--- config.mk ---
export PLATFORM = sky130hd
export DESIGN_NAME = alarm_ctrl
export DESIGN_NICKNAME = d
export VERILOG_FILES = /design/src/rtl/alarm_ctrl.sv
export SDC_FILE = /design/constraint.sdc
export NUM_CORES = 1
export LEC_CHECK = 0
export ABC_CLOCK_PERIOD_IN_PS = 2280
export CAP_MARGIN = 0
export CORE_MARGIN = 2
export CORE_UTILIZATION = 54
export DETAILED_ROUTE_END_ITERATION = 10
export PLACE_DENSITY = 0.8
export SLEW_MARGIN = 20
export SYNTH_ARGS = -nofsm -noshare
export SYNTH_HDL_FRONTEND = slang
export SYNTH_SLANG_ARGS = --single-unit
--- constraint.sdc ---
create_clock -name clk -period 2.28 [get_ports clk]
set_clock_uncertainty 0.15 [all_clocks]
set_input_delay 0.456 -clock clk [delete_from_list [all_inputs] [get_ports clk]]
set_output_delay 0.456 -clock clk [all_outputs]
set_load 0.01 [all_outputs]
--- src/rtl/alarm_ctrl.sv ---
// alarm_ctrl: alarm controller fed by the binary hour/minute/second outputs of
// the clock timekeeper. Holds a programmable alarm time, runs the
// ring / snooze / timeout state machine and drives a square-wave piezo buzzer.
module alarm_ctrl #(
  parameter int RING_SECONDS   = 60,
  parameter int SNOOZE_MINUTES = 5,
  parameter int MAX_SNOOZE     = 3,
  parameter int TONE_DIV       = 50000
) (
  input  logic       clk,
  input  logic       rst,
  input  logic [5:0] hour,
  input  logic [5:0] minute,
  input  logic [5:0] second,
  input  logic [5:0] key_hour,
  input  logic [5:0] key_minute,
  input  logic       set_alarm,
  input  logic       alarm_en,
  input  logic       snooze,
  input  logic       stop,
  output logic [5:0] alarm_hour,
  output logic [5:0] alarm_minute,
  output logic [1:0] state,
  output logic       ringing,
  output logic       buzzer,
  output logic       set_err
);

  localparam logic [1:0] ST_IDLE   = 2'b00;
  localparam logic [1:0] ST_RING   = 2'b01;
  localparam logic [1:0] ST_SNOOZE = 2'b10;

  // Counter widths sized so each counter can hold its own terminal value.
  localparam int RW = (RING_SECONDS > 1) ? $clog2(RING_SECONDS) : 1;
  localparam int SW = (MAX_SNOOZE > 0) ? $clog2(MAX_SNOOZE + 1) : 1;
  localparam int TW = (TONE_DIV > 1) ? $clog2(TONE_DIV) : 1;

  localparam logic [RW-1:0] RING_LAST  = RW'(RING_SECONDS - 1);
  localparam logic [SW-1:0] SNOOZE_MAX = SW'(MAX_SNOOZE);
  localparam logic [TW-1:0] TONE_LAST  = TW'(TONE_DIV - 1);
  localparam logic [6:0]    SNZ_ADD    = 7'(SNOOZE_MINUTES);

  logic [5:0]    prev_second;
  logic [5:0]    snz_hour;
  logic [5:0]    snz_minute;
  logic [RW-1:0] ring_cnt;
  logic [SW-1:0] snooze_cnt;
  logic [TW-1:0] tone_cnt;

  logic          tick;
  logic          key_valid;
  logic [5:0]    tgt_hour;
  logic [5:0]    tgt_minute;
  logic          match;
  logic          snooze_ok;
  logic [6:0]    min_sum;
  logic          min_wrap;
  logic [5:0]    nxt_snz_hour;
  logic [5:0]    nxt_snz_minute;

  logic [1:0]    next_state;
  logic [RW-1:0] next_ring_cnt;
  logic [SW-1:0] next_snooze_cnt;
  logic          load_snz;

  assign ringing = (state == ST_RING);

  // Second strobe, key range check and the time the match compares against
  // (the snooze target while snoozing, the programmed alarm otherwise).
  always_comb begin
    tick       = (second != prev_second);
    key_valid  = (key_hour < 6'd24) && (key_minute < 6'd60);
    tgt_hour   = (state == ST_SNOOZE) ? snz_hour   : alarm_hour;
    tgt_minute = (state == ST_SNOOZE) ? snz_minute : alarm_minute;
    match      = tick && (second == 6'd0) &&
                 (hour == tgt_hour) && (minute == tgt_minute);
    snooze_ok  = (snooze_cnt < SNOOZE_MAX);
  end

  // Snooze target is the current time plus the snooze delay, with minute
  // overflow carrying into the hour and the hour wrapping past midnight.
  always_comb begin
    min_sum  = {1'b0, minute} + SNZ_ADD;
    min_wrap = (min_sum >= 7'd60);
    if (min_wrap) begin
      nxt_snz_minute = 6'(min_sum - 7'd60);
      nxt_snz_hour   = (hour >= 6'd23) ? 6'd0 : hour + 6'd1;
    end else begin
      nxt_snz_minute = min_sum[5:0];
      nxt_snz_hour   = hour;
    end
  end

  // Ring / snooze state machine. Disabling the alarm beats everything, then
  // stop, then snooze, then match / ring-timeout on the second strobe.
  always_comb begin
    next_state      = state;
    next_ring_cnt   = ring_cnt;
    next_snooze_cnt = snooze_cnt;
    load_snz        = 1'b0;
    if (!alarm_en) begin
      next_state = ST_IDLE;
    end else begin
      case (state)
        ST_IDLE: begin
          if (match) begin
            next_state      = ST_RING;
            next_ring_cnt   = '0;
            next_snooze_cnt = '0;
          end
        end
        ST_RING: begin
          if (stop) begin
            next_state = ST_IDLE;
          end else if (snooze && snooze_ok) begin
            next_state      = ST_SNOOZE;
            next_snooze_cnt = snooze_cnt + 1'b1;
            load_snz        = 1'b1;
          end else if (tick) begin
            if (ring_cnt == RING_LAST) begin
              next_state = ST_IDLE;
            end else begin
              next_ring_cnt = ring_cnt + 1'b1;
            end
          end
        end
        ST_SNOOZE: begin
          if (stop) begin
            next_state = ST_IDLE;
          end else if (match) begin
            next_state    = ST_RING;
            next_ring_cnt = '0;
          end
        end
        default: begin
          next_state = ST_IDLE;
        end
      endcase
    end
  end

  // State, ring/snooze counters, snooze target and the previous-second copy.
  always_ff @(posedge clk or posedge rst) begin
    if (rst) begin
      state       <= ST_IDLE;
      ring_cnt    <= '0;
      snooze_cnt  <= '0;
      snz_hour    <= 6'd0;
      snz_minute  <= 6'd0;
      prev_second <= 6'd0;
    end else begin
      state       <= next_state;
      ring_cnt    <= next_ring_cnt;
      snooze_cnt  <= next_snooze_cnt;
      prev_second <= second;
      if (load_snz) begin
        snz_hour   <= nxt_snz_hour;
        snz_minute <= nxt_snz_minute;
      end
    end
  end

  // Alarm time load; out-of-range keys leave the registers alone and raise
  // a one-cycle error pulse instead.
  always_ff @(posedge clk or posedge rst) begin
    if (rst) begin
      alarm_hour   <= 6'd0;
      alarm_minute <= 6'd0;
      set_err      <= 1'b0;
    end else begin
      set_err <= set_alarm && !key_valid;
      if (set_alarm && key_valid) begin
        alarm_hour   <= key_hour;
        alarm_minute <= key_minute;
      end
    end
  end

  // Tone generator runs only while staying in RING; it restarts from zero on
  // every RING entry and is cleared on the same edge that leaves RING.
  always_ff @(posedge clk or posedge rst) begin
    if (rst) begin
      tone_cnt <= '0;
      buzzer   <= 1'b0;
    end else if ((state == ST_RING) && (next_state == ST_RING)) begin
      if (tone_cnt == TONE_LAST) begin
        tone_cnt <= '0;
        buzzer   <= ~buzzer;
      end else begin
        tone_cnt <= tone_cnt + 1'b1;
      end
    end else begin
      tone_cnt <= '0;
      buzzer   <= 1'b0;
    end
  end

endmodule

==> impl_table.tex, run 1 <==
\begin{tabular}{lr}
\hline
Metric & Value \\
\hline
\multicolumn{2}{l}{\textbf{Floorplan}} \\
Floorplan die height & 84.4 um \\
Core Region & roughly 0.0063 sq mm \\
Count of pins on the block boundary & 53 \\
Area of the die & between 0.007 and 0.008 sq mm \\
Count of standard-cell rows & 29 \\
X dimension of the die & 84.4 um \\
Starting Density & a little under three fifths \\
\multicolumn{2}{l}{\textbf{Min path}} \\
Class of the tightest hold or removal check & reg2reg \\
\multicolumn{2}{l}{\textbf{Worst setup path}} \\
Maximum net fanout on the critical path & 8 \\
Startpoint types & input port \\
R2r worst-path depth & 8 \\
Reg2Reg Setup Slack & 0.09 ns \\
Arrival time at the worst endpoint & approximately 2.3 ns \\
Critical setup path kind & in2reg \\
Type of destination of the critical path & flip-flop \\
Required time at the endpoint of the critical path & 2.33 ns \\
Start of the worst register-to-register path & state[1]\$\_DFF\_PP0\_ \\
Capturing element of the worst setup path & ring\_cnt[4]\$\_DFFE\_PP0P\_ \\
Worst flop-to-flop path endpoint & ring\_cnt[4]\$\_DFFE\_PP0P\_ \\
Worst setup path startpoint & hour[3] \\
\multicolumn{2}{l}{\textbf{Layout}} \\
Core Util, Final & between 70\% and 80\% \\
Total Nets Final & $\sim$530 \\
Final std cells w/o fill & roughly 570 \\
Post-Layout Inst Area & around 0.0048 sq mm \\
Antenna diode instance count & 0 \\
Area overhead of the layout relative to synthesis & 37.0\% \\
Share of post-route cells with drive strength above 1 & about a fifth \\
\multicolumn{2}{l}{\textbf{Timing}} \\
Final Hold Violating Endpoints & 0 \\
Number of failing setup endpoints in the final timing report & 0 \\
Post-layout min period & 2.20 ns \\
Smallest hold slack & 0.312 ns \\
Max-slew headroom & 61.3\% \\
Max Freq & $\sim$450 MHz \\
Worst-margin pin slew & $\sim$0.58 ns \\
Worst Setup Slack, final & 0.0809 ns \\
Period Utilization, post-route & a little over nine tenths \\
Fin. max-slew vios & 0 \\
\multicolumn{2}{l}{\textbf{Pwr}} \\
Power per unit of standard cell area & 556 mW/mm\^{}2 \\
Static power due to leakage & about 2.1 nW \\
Worst ir drop on vdd & between 0.4 and 0.5 mV \\
\multicolumn{2}{l}{\textbf{Yosys}} \\
Yosys reg bits & 58 \\
Cell types with the largest area share after synthesis & sky130\_fd\_sc\_hd\_\_dfrtp\_1, sky130\_fd\_sc\_hd\_\_xor2\_1, sky130\_fd\_sc\_hd\_\_nand2\_1, sky130\_fd\_sc\_hd\_\_mux2\_2, sky130\_fd\_sc\_hd\_\_xnor2\_1 \\
YS warnings & 0 \\
Asr flop ratio synth & 100\% \\
Synthesized instance count & between 300 and 400 \\
Area fraction of the dominant cell type after synthesis & 41.6\% \\
Dominant synthesized flop cell & sky130\_fd\_sc\_hd\_\_dfrtp\_1 \\
Post-synthesis instance area & about 0.0035 sq mm \\
Share of synthesized area occupied by flip-flops and latches & between 40\% and 50\% \\
Mean post-synth cell area & $\sim$9 sq um \\
Syn nets & $\sim$430 \\
Unique masters post-synth & 54 \\
Number of enable flip-flop cells after synthesis & 0 \\
Cell accounting for the most synthesized area & sky130\_fd\_sc\_hd\_\_dfrtp\_1 \\
\multicolumn{2}{l}{\textbf{GRT}} \\
Wire length of the first global-routing pass & 15.0 mm \\
Antenna violations before repair & 0 \\
Overall Global Routing Usage & about a quarter \\
Total grt overflow & 0 \\
Pin count of the biggest net entering global routing & 59 \\
Vias in the first global route & approximately 3,200 \\
\multicolumn{2}{l}{\textbf{Route}} \\
DRC violations left & 0 \\
Iteration-0 DRC count of the detailed router & about 240 \\
Avg WL per Cell & between 15 and 20 um \\
Number of antenna-violating nets in the routed design & 0 \\
Total vias in the final route & about 3,300 \\
First-pass iteration count of the detailed router & 8 \\
Average vias per placed instance & just under 6 \\
Routed wire length & between 9 and 10 mm \\
\multicolumn{2}{l}{\textbf{Place}} \\
Count of buffers from port buffering & 52 \\
Gpl congestion & just over 0.9 \\
Sum of net half-perimeters after detailed placement & about 6.5 mm \\
Setup Slack @ Placement & -0.503 ns \\
Number of placed instances with taps included & between 500 and 600 \\
Instance area after placement & 0.00446 sq mm \\
\multicolumn{2}{l}{\textbf{Clock tree}} \\
TritonCTS clock tree & done \\
Number of buffers inserted for hold repair after clock tree synthesis & 0 \\
Clk slew on worst S/H paths & 0.07 ns \\
Number of buffers added by the clock tree synthesis step & 9 \\
Clock tree root buffer cell & sky130\_fd\_sc\_hd\_\_clkbuf\_8 \\
CTS sink count & a little under 60 \\
Number of buffers between clock root and the deepest sink & 2 \\
Number of H-tree branching levels & 3 \\
Clock insertion delay at the later pin of the skew report & 0.33 ns \\
\multicolumn{2}{l}{\textbf{Run status}} \\
Result of the run & finished clean \\
\multicolumn{2}{l}{\textbf{Run}} \\
Total of max-cap violations & 0 \\
\hline
\end{tabular}
==> layout by cell type, fill, tap and decap left out, types with 7 or more instances in the layout <==
| master | instances |
|---|---|
| sky130_fd_sc_hd__nand3_1 | 19 |
| sky130_fd_sc_hd__mux2_2 | 11 |
| sky130_fd_sc_hd__nor3_1 | 10 |
| sky130_fd_sc_hd__inv_1 | 17 |
| sky130_fd_sc_hd__nor2_1 | 31 |
| sky130_fd_sc_hd__clkdlybuf4s50_1 | 45 |
| sky130_fd_sc_hd__dfrtp_1 | 58 |
| sky130_fd_sc_hd__nand2_1 | 39 |
| sky130_fd_sc_hd__xor2_1 | 20 |
| sky130_fd_sc_hd__clkbuf_8 | 11 |
| sky130_fd_sc_hd__nand2b_1 | 16 |
| sky130_fd_sc_hd__nor2b_1 | 7 |
| sky130_fd_sc_hd__nand4_1 | 10 |
| sky130_fd_sc_hd__buf_4 | 55 |
| sky130_fd_sc_hd__o211ai_1 | 8 |
| sky130_fd_sc_hd__a21oi_1 | 12 |
| sky130_fd_sc_hd__o21ai_0 | 13 |
| sky130_fd_sc_hd__xnor2_1 | 11 |
==> metrics by stage <==
| stage | setup TNS (ns) | total power [mW] |
|---|---|---|
| floorplan | 0 | 1.41 |
| global placement | -8.56 | 1.69 |
| detailed placement | -10.93 | 1.71 |
| CTS | 0 | 2.64 |
| global route | -0.153 | 2.77 |
| finish | 0 | 2.66 |
==> where the power goes <==
group	switching [mW]	internal, mW
Sequential	0.0654	1.09
Clock	0.381	0.548
Combinational	0.253	0.322
Total	0.699	1.96
==> registers in the layout, summed over array words and instances, names as in the netlist <==
| name | count |
|---|---|
| state | 2 |
| alarm_minute | 6 |
| ring_cnt | 6 |
| alarm_hour | 6 |
| snz_minute | 6 |
| snooze_cnt | 2 |
| snz_hour | 6 |
| set_err | 1 |
| buzzer | 1 |
| tone_cnt | 16 |
| prev_second | 6 |
==> synth_stat cells (2+ instances only) <==
master                      count
sky130_fd_sc_hd__a31oi_1        5
sky130_fd_sc_hd__and3b_1        5
sky130_fd_sc_hd__buf_2          6
sky130_fd_sc_hd__nor3_1        10
sky130_fd_sc_hd__mux2i_1        6
sky130_fd_sc_hd__nor2_1        31
sky130_fd_sc_hd__mux2_2        11
sky130_fd_sc_hd__nor4_1         4
sky130_fd_sc_hd__o221ai_1       2
sky130_fd_sc_hd__o21ai_0       15
sky130_fd_sc_hd__nor4b_1        2
sky130_fd_sc_hd__nand2b_1      17
sky130_fd_sc_hd__o31ai_1        3
sky130_fd_sc_hd__xnor2_1       14
sky130_fd_sc_hd__xor2_1        20
sky130_fd_sc_hd__o2111ai_1      2
sky130_fd_sc_hd__a21oi_1       13
sky130_fd_sc_hd__nand3_1       19
sky130_fd_sc_hd__ha_1           7
sky130_fd_sc_hd__and3_1         6
sky130_fd_sc_hd__or3_1          2
sky130_fd_sc_hd__a211oi_1       6
sky130_fd_sc_hd__clkbuf_1      10
sky130_fd_sc_hd__o211ai_1       8
sky130_fd_sc_hd__nand2_1       39
sky130_fd_sc_hd__inv_1         18
sky130_fd_sc_hd__nor2b_1        8
sky130_fd_sc_hd__a21boi_0       3
sky130_fd_sc_hd__nand4_1       10
sky130_fd_sc_hd__dfrtp_1       58
sky130_fd_sc_hd__and2_1         2
==> layer usage <==
layer	track usage, %	vias up	wire length [um]
li1	-	1566	-
met5	0	-	0
met3	4.72	9	574
met4	8.23	0	88
met1	38.6	1600	4070
met2	40.0	109	4280
==> area by class of cell <==
cell class,count,area [sq um]
Fill cell,442,1540
Clock inverter,3,40.0
Inverter,18,67.6
Timing Repair Buffer,110,975
Clock buffer,11,151
Multi-Input combinational cell,292,2000
Tap cell,77,96.3
Sequential cell,58,1450
==> critical path, stage by stage <==
cell,delay [ns]
sky130_fd_sc_hd__clkdlybuf4s50_1,0.48
sky130_fd_sc_hd__inv_1,0.09
sky130_fd_sc_hd__a2111o_1,0.47
sky130_fd_sc_hd__o22ai_2,0.16
sky130_fd_sc_hd__o2111ai_2,0.17
sky130_fd_sc_hd__o21ai_2,0.17
sky130_fd_sc_hd__buf_6,0.14
sky130_fd_sc_hd__o211ai_1,0.09
==> cell families after synthesis <==
group	synth area share [%]
simple gates	24.4
compound gates	13.7
flops	41.6
buf+inv	3.98
xor+xnor	8.54
mux	5.27
fa+ha+maj	2.51
==> worst min path at each step <==
| stage | from | slack [ns] | to | cells after the start |
|---|---|---|---|---|
| finish | tone_cnt[0]$_DFF_PP0_ | 0.31 | tone_cnt[0]$_DFF_PP0_ | 1 |
| global route | snz_hour[5]$_DFFE_PP0P_ | 0.33 | snz_hour[5]$_DFFE_PP0P_ | 2 |
| CTS | tone_cnt[0]$_DFF_PP0_ | 0.32 | tone_cnt[0]$_DFF_PP0_ | 1 |
| global placement | tone_cnt[0]$_DFF_PP0_ | 0.29 | tone_cnt[0]$_DFF_PP0_ | 1 |
| detailed placement | tone_cnt[0]$_DFF_PP0_ | 0.30 | tone_cnt[0]$_DFF_PP0_ | 1 |
| floorplan | tone_cnt[0]$_DFF_PP0_ | 0.28 | tone_cnt[0]$_DFF_PP0_ | 1 |
==> repair_timing <==
action                                  4_1_cts  5_1_grt
endpoints found under the setup margin       17       32
gates resized for setup                      11       20
setup buffers                                 1        4
pin swaps                                     4        7
Power figures use the tool's default switching activity.
==> inputs of run 2 (changes only) <==
--- a/config.mk
+++ b/config.mk
@@ -6,7 +6,6 @@
 export NUM_CORES = 1
 export LEC_CHECK = 0
 export ABC_CLOCK_PERIOD_IN_PS = 2280
-export CAP_MARGIN = 0
 export CORE_MARGIN = 2
 export CORE_UTILIZATION = 54
 export DETAILED_ROUTE_END_ITERATION = 10
==> results of run 2 <==
Final layout, timing and power as in run 1 (identical DEF).
==> inputs of run 3 (changes only) <==
--- a/config.mk
+++ b/config.mk
@@ -6,6 +6,7 @@
 export NUM_CORES = 1
 export LEC_CHECK = 0
 export ABC_CLOCK_PERIOD_IN_PS = 2280
+export CORE_ASPECT_RATIO = 0.5
 export CORE_MARGIN = 2
 export CORE_UTILIZATION = 54
 export DETAILED_ROUTE_END_ITERATION = 10
==> impl_table.tex, run 3 (synthesized netlist as in run 1, its figures left out) <==
\begin{tabular}{lr}
\hline
Metric & Value \\
\hline
\multicolumn{2}{l}{\textbf{Run status}} \\
Result of the run & finished clean \\
\multicolumn{2}{l}{\textbf{Place}} \\
Count of buffers from port buffering & 52 \\
Gpl congestion & around 0.94 \\
Sum of net half-perimeters after detailed placement & 7.41 mm \\
Instance area after placement & between 0.004 and 0.005 sq mm \\
Setup Slack @ Placement & -0.545 ns \\
Number of placed instances with taps included & 562 \\
\multicolumn{2}{l}{\textbf{Timing}} \\
Post-layout min period & between 2 and 2.5 ns \\
Worst-margin pin slew & $\sim$0.63 ns \\
Fin. max-slew vios & 0 \\
Final Hold Violating Endpoints & 0 \\
Period Utilization, post-route & between 90\% and 100\% \\
Number of failing setup endpoints in the final timing report & 0 \\
Max Freq & between 400 and 500 MHz \\
Setup repair after global routing missed its margin & true \\
Worst Setup Slack, final & between 0.03 and 0.04 ns \\
Smallest hold slack & 0.267 ns \\
Max-slew headroom & about 58\% \\
Final TNS setup & 0 ns \\
\multicolumn{2}{l}{\textbf{Worst setup path}} \\
Critical setup path kind & reg2reg \\
Reg2Reg Setup Slack & 0.04 ns \\
Arrival time at the worst endpoint & between 2 and 2.5 ns \\
Required time at the endpoint of the critical path & 2.33 ns \\
Maximum net fanout on the critical path & 11 \\
Type of destination of the critical path & flip-flop \\
Startpoint types & flip-flop \\
\multicolumn{2}{l}{\textbf{Layout}} \\
Number of fillers in the final layout & between 300 and 400 \\
Core Util, Final & between 80\% and 90\% \\
Share of post-route cells with drive strength above 1 & $\sim$23\% \\
Most frequent standard cell in the layout excluding fill and tap cells & sky130\_fd\_sc\_hd\_\_dfrtp\_1 \\
Final std cells w/o fill & around 580 \\
Largest register FFs & 16 \\
Largest register by flop count & tone\_cnt \\
Total Nets Final & approximately 530 \\
Area overhead of the layout relative to synthesis & 42.0\% \\
Post-Layout Inst Area & 0.00495 sq mm \\
Most frequent cells in the layout & sky130\_fd\_sc\_hd\_\_dfrtp\_1, sky130\_fd\_sc\_hd\_\_buf\_4, sky130\_fd\_sc\_hd\_\_clkdlybuf4s50\_1 \\
Antenna diode instance count & 0 \\
\multicolumn{2}{l}{\textbf{Clock tree}} \\
Clock insertion delay at the later pin of the skew report & about 0.34 ns \\
Clock tree root buffer cell & sky130\_fd\_sc\_hd\_\_clkbuf\_16 \\
Number of buffers inserted for hold repair after clock tree synthesis & 0 \\
Number of buffers added by the clock tree synthesis step & 9 \\
TritonCTS clock tree & done \\
Number of buffers between clock root and the deepest sink & 2 \\
Clk slew on worst S/H paths & approximately 0.060 ns \\
Number of H-tree branching levels & 3 \\
CTS sink count & 58 \\
\multicolumn{2}{l}{\textbf{Run}} \\
Total of max-cap violations & 0 \\
\multicolumn{2}{l}{\textbf{GRT}} \\
Vias in the first global route & roughly 3,300 \\
Pin count of the biggest net entering global routing & 39 \\
Overall Global Routing Usage & between 30\% and 40\% \\
Antenna violations before repair & 0 \\
Total grt overflow & 0 \\
Wire length of the first global-routing pass & $\sim$17 mm \\
\multicolumn{2}{l}{\textbf{Pwr}} \\
Static power due to leakage & 2.14 nW \\
Power per unit of standard cell area & between 600 and 700 mW/mm\^{}2 \\
Worst ir drop on vdd & 0.521 mV \\
Overall power of the completed layout & between 3 and 4 mW \\
\multicolumn{2}{l}{\textbf{Floorplan}} \\
Core Region & around 0.0062 sq mm \\
Count of standard-cell rows & 20 \\
Area of the die & roughly 0.007 sq mm \\
Floorplan die height & around 60 um \\
Starting Density & between 50\% and 60\% \\
Count of pins on the block boundary & 53 \\
X dimension of the die & roughly 120 um \\
\multicolumn{2}{l}{\textbf{Min path}} \\
Class of the tightest hold or removal check & in2async \\
\multicolumn{2}{l}{\textbf{Route}} \\
Average vias per placed instance & around 5.8 \\
Iteration-0 DRC count of the detailed router & a little under 300 \\
DRC violations left & 0 \\
Avg WL per Cell & $\sim$18 um \\
Total vias in the final route & between 3,000 and 4,000 \\
Number of antenna-violating nets in the routed design & 0 \\
Routed wire length & roughly 10 mm \\
First-pass iteration count of the detailed router & 5 \\
\hline
\end{tabular}
==> run 3: cell types whose count changed in the layout (fill, tap and decap cells not counted), sizes merged <==
cell,previous run,this run
clkinvlp,0,3
dlymetal6s2s,2,4
clkbuf,11,10
clkdlybuf4s50,45,43
buf,58,57
inv,18,19
bufinv,1,0
==> run 3: worst max-delay path: stages, from the launching register on <==
cell and delay, ns:
sky130_fd_sc_hd__dfrtp_2 0.41, sky130_fd_sc_hd__buf_6 0.18, sky130_fd_sc_hd__nand2b_4 0.21, sky130_fd_sc_hd__buf_4 0.17, sky130_fd_sc_hd__nand3_1 0.07, sky130_fd_sc_hd__a32oi_1 0.28
sky130_fd_sc_hd__nand4_1 0.19, sky130_fd_sc_hd__o21ai_2 0.18, sky130_fd_sc_hd__buf_6 0.15, sky130_fd_sc_hd__o211ai_1 0.10
==> run 3: worst paths after layout <==
kind | start | cells after the start | end
min in group clk | tone_cnt[0]$_DFF_PP0_ | 1 | tone_cnt[0]$_DFF_PP0_
min | rst | 2 | snz_minute[3]$_DFFE_PP0P_
max in group asynchronous | rst | 3 | state[0]$_DFF_PP0_
min reg2reg | tone_cnt[0]$_DFF_PP0_ | 1 | tone_cnt[0]$_DFF_PP0_
max reg2reg | state[0]$_DFF_PP0_ | 9 | ring_cnt[4]$_DFFE_PP0P_
max | state[0]$_DFF_PP0_ | 9 | ring_cnt[4]$_DFFE_PP0P_
==> run 3: what timing repair did <==
| item | 4_1_cts | 5_1_grt |
|---|---|---|
| setup buffers | 3 | 0 |
| setup endpoints to repair | 19 | 19 |
| resized for setup | 18 | 29 |
| pin swaps | 5 | 11 |
==> run 3: final cells by class <==
cell class | count | area, sq um | area share, %
Sequential cell | 58 | 1450 | 29.3
Timing Repair Buffer | 109 | 976 | 19.7
Clock buffer | 10 | 239 | 4.82
Inverter | 18 | 67.6 | 1.36
Multi-Input combinational cell | 292 | 2070 | 41.7
Tap cell | 88 | 110 | 2.22
Clock inverter | 6 | 41.3 | 0.833
==> run 3: routing by layer <==
metal | part of all wire [%] | global-route usage [%] | routed length (um) | vias to the layer above
li1 | - | - | - | 1572
met1 | 45 | 39.6 | 4650 | 1641
met2 | 46 | 50.6 | 4810 | 129
met3 | 7.1 | 8.65 | 744 | 28
met4 | 2.0 | 9.47 | 213 | 0
met5 | 0 | 0 | 0 | -
==> run 3: where the power goes <==
| part | switching [mW] | internal (mW) |
|---|---|---|
| registers | 0.0715 | 1.09 |
| logic | 0.278 | 0.324 |
| clock network | 0.496 | 0.762 |
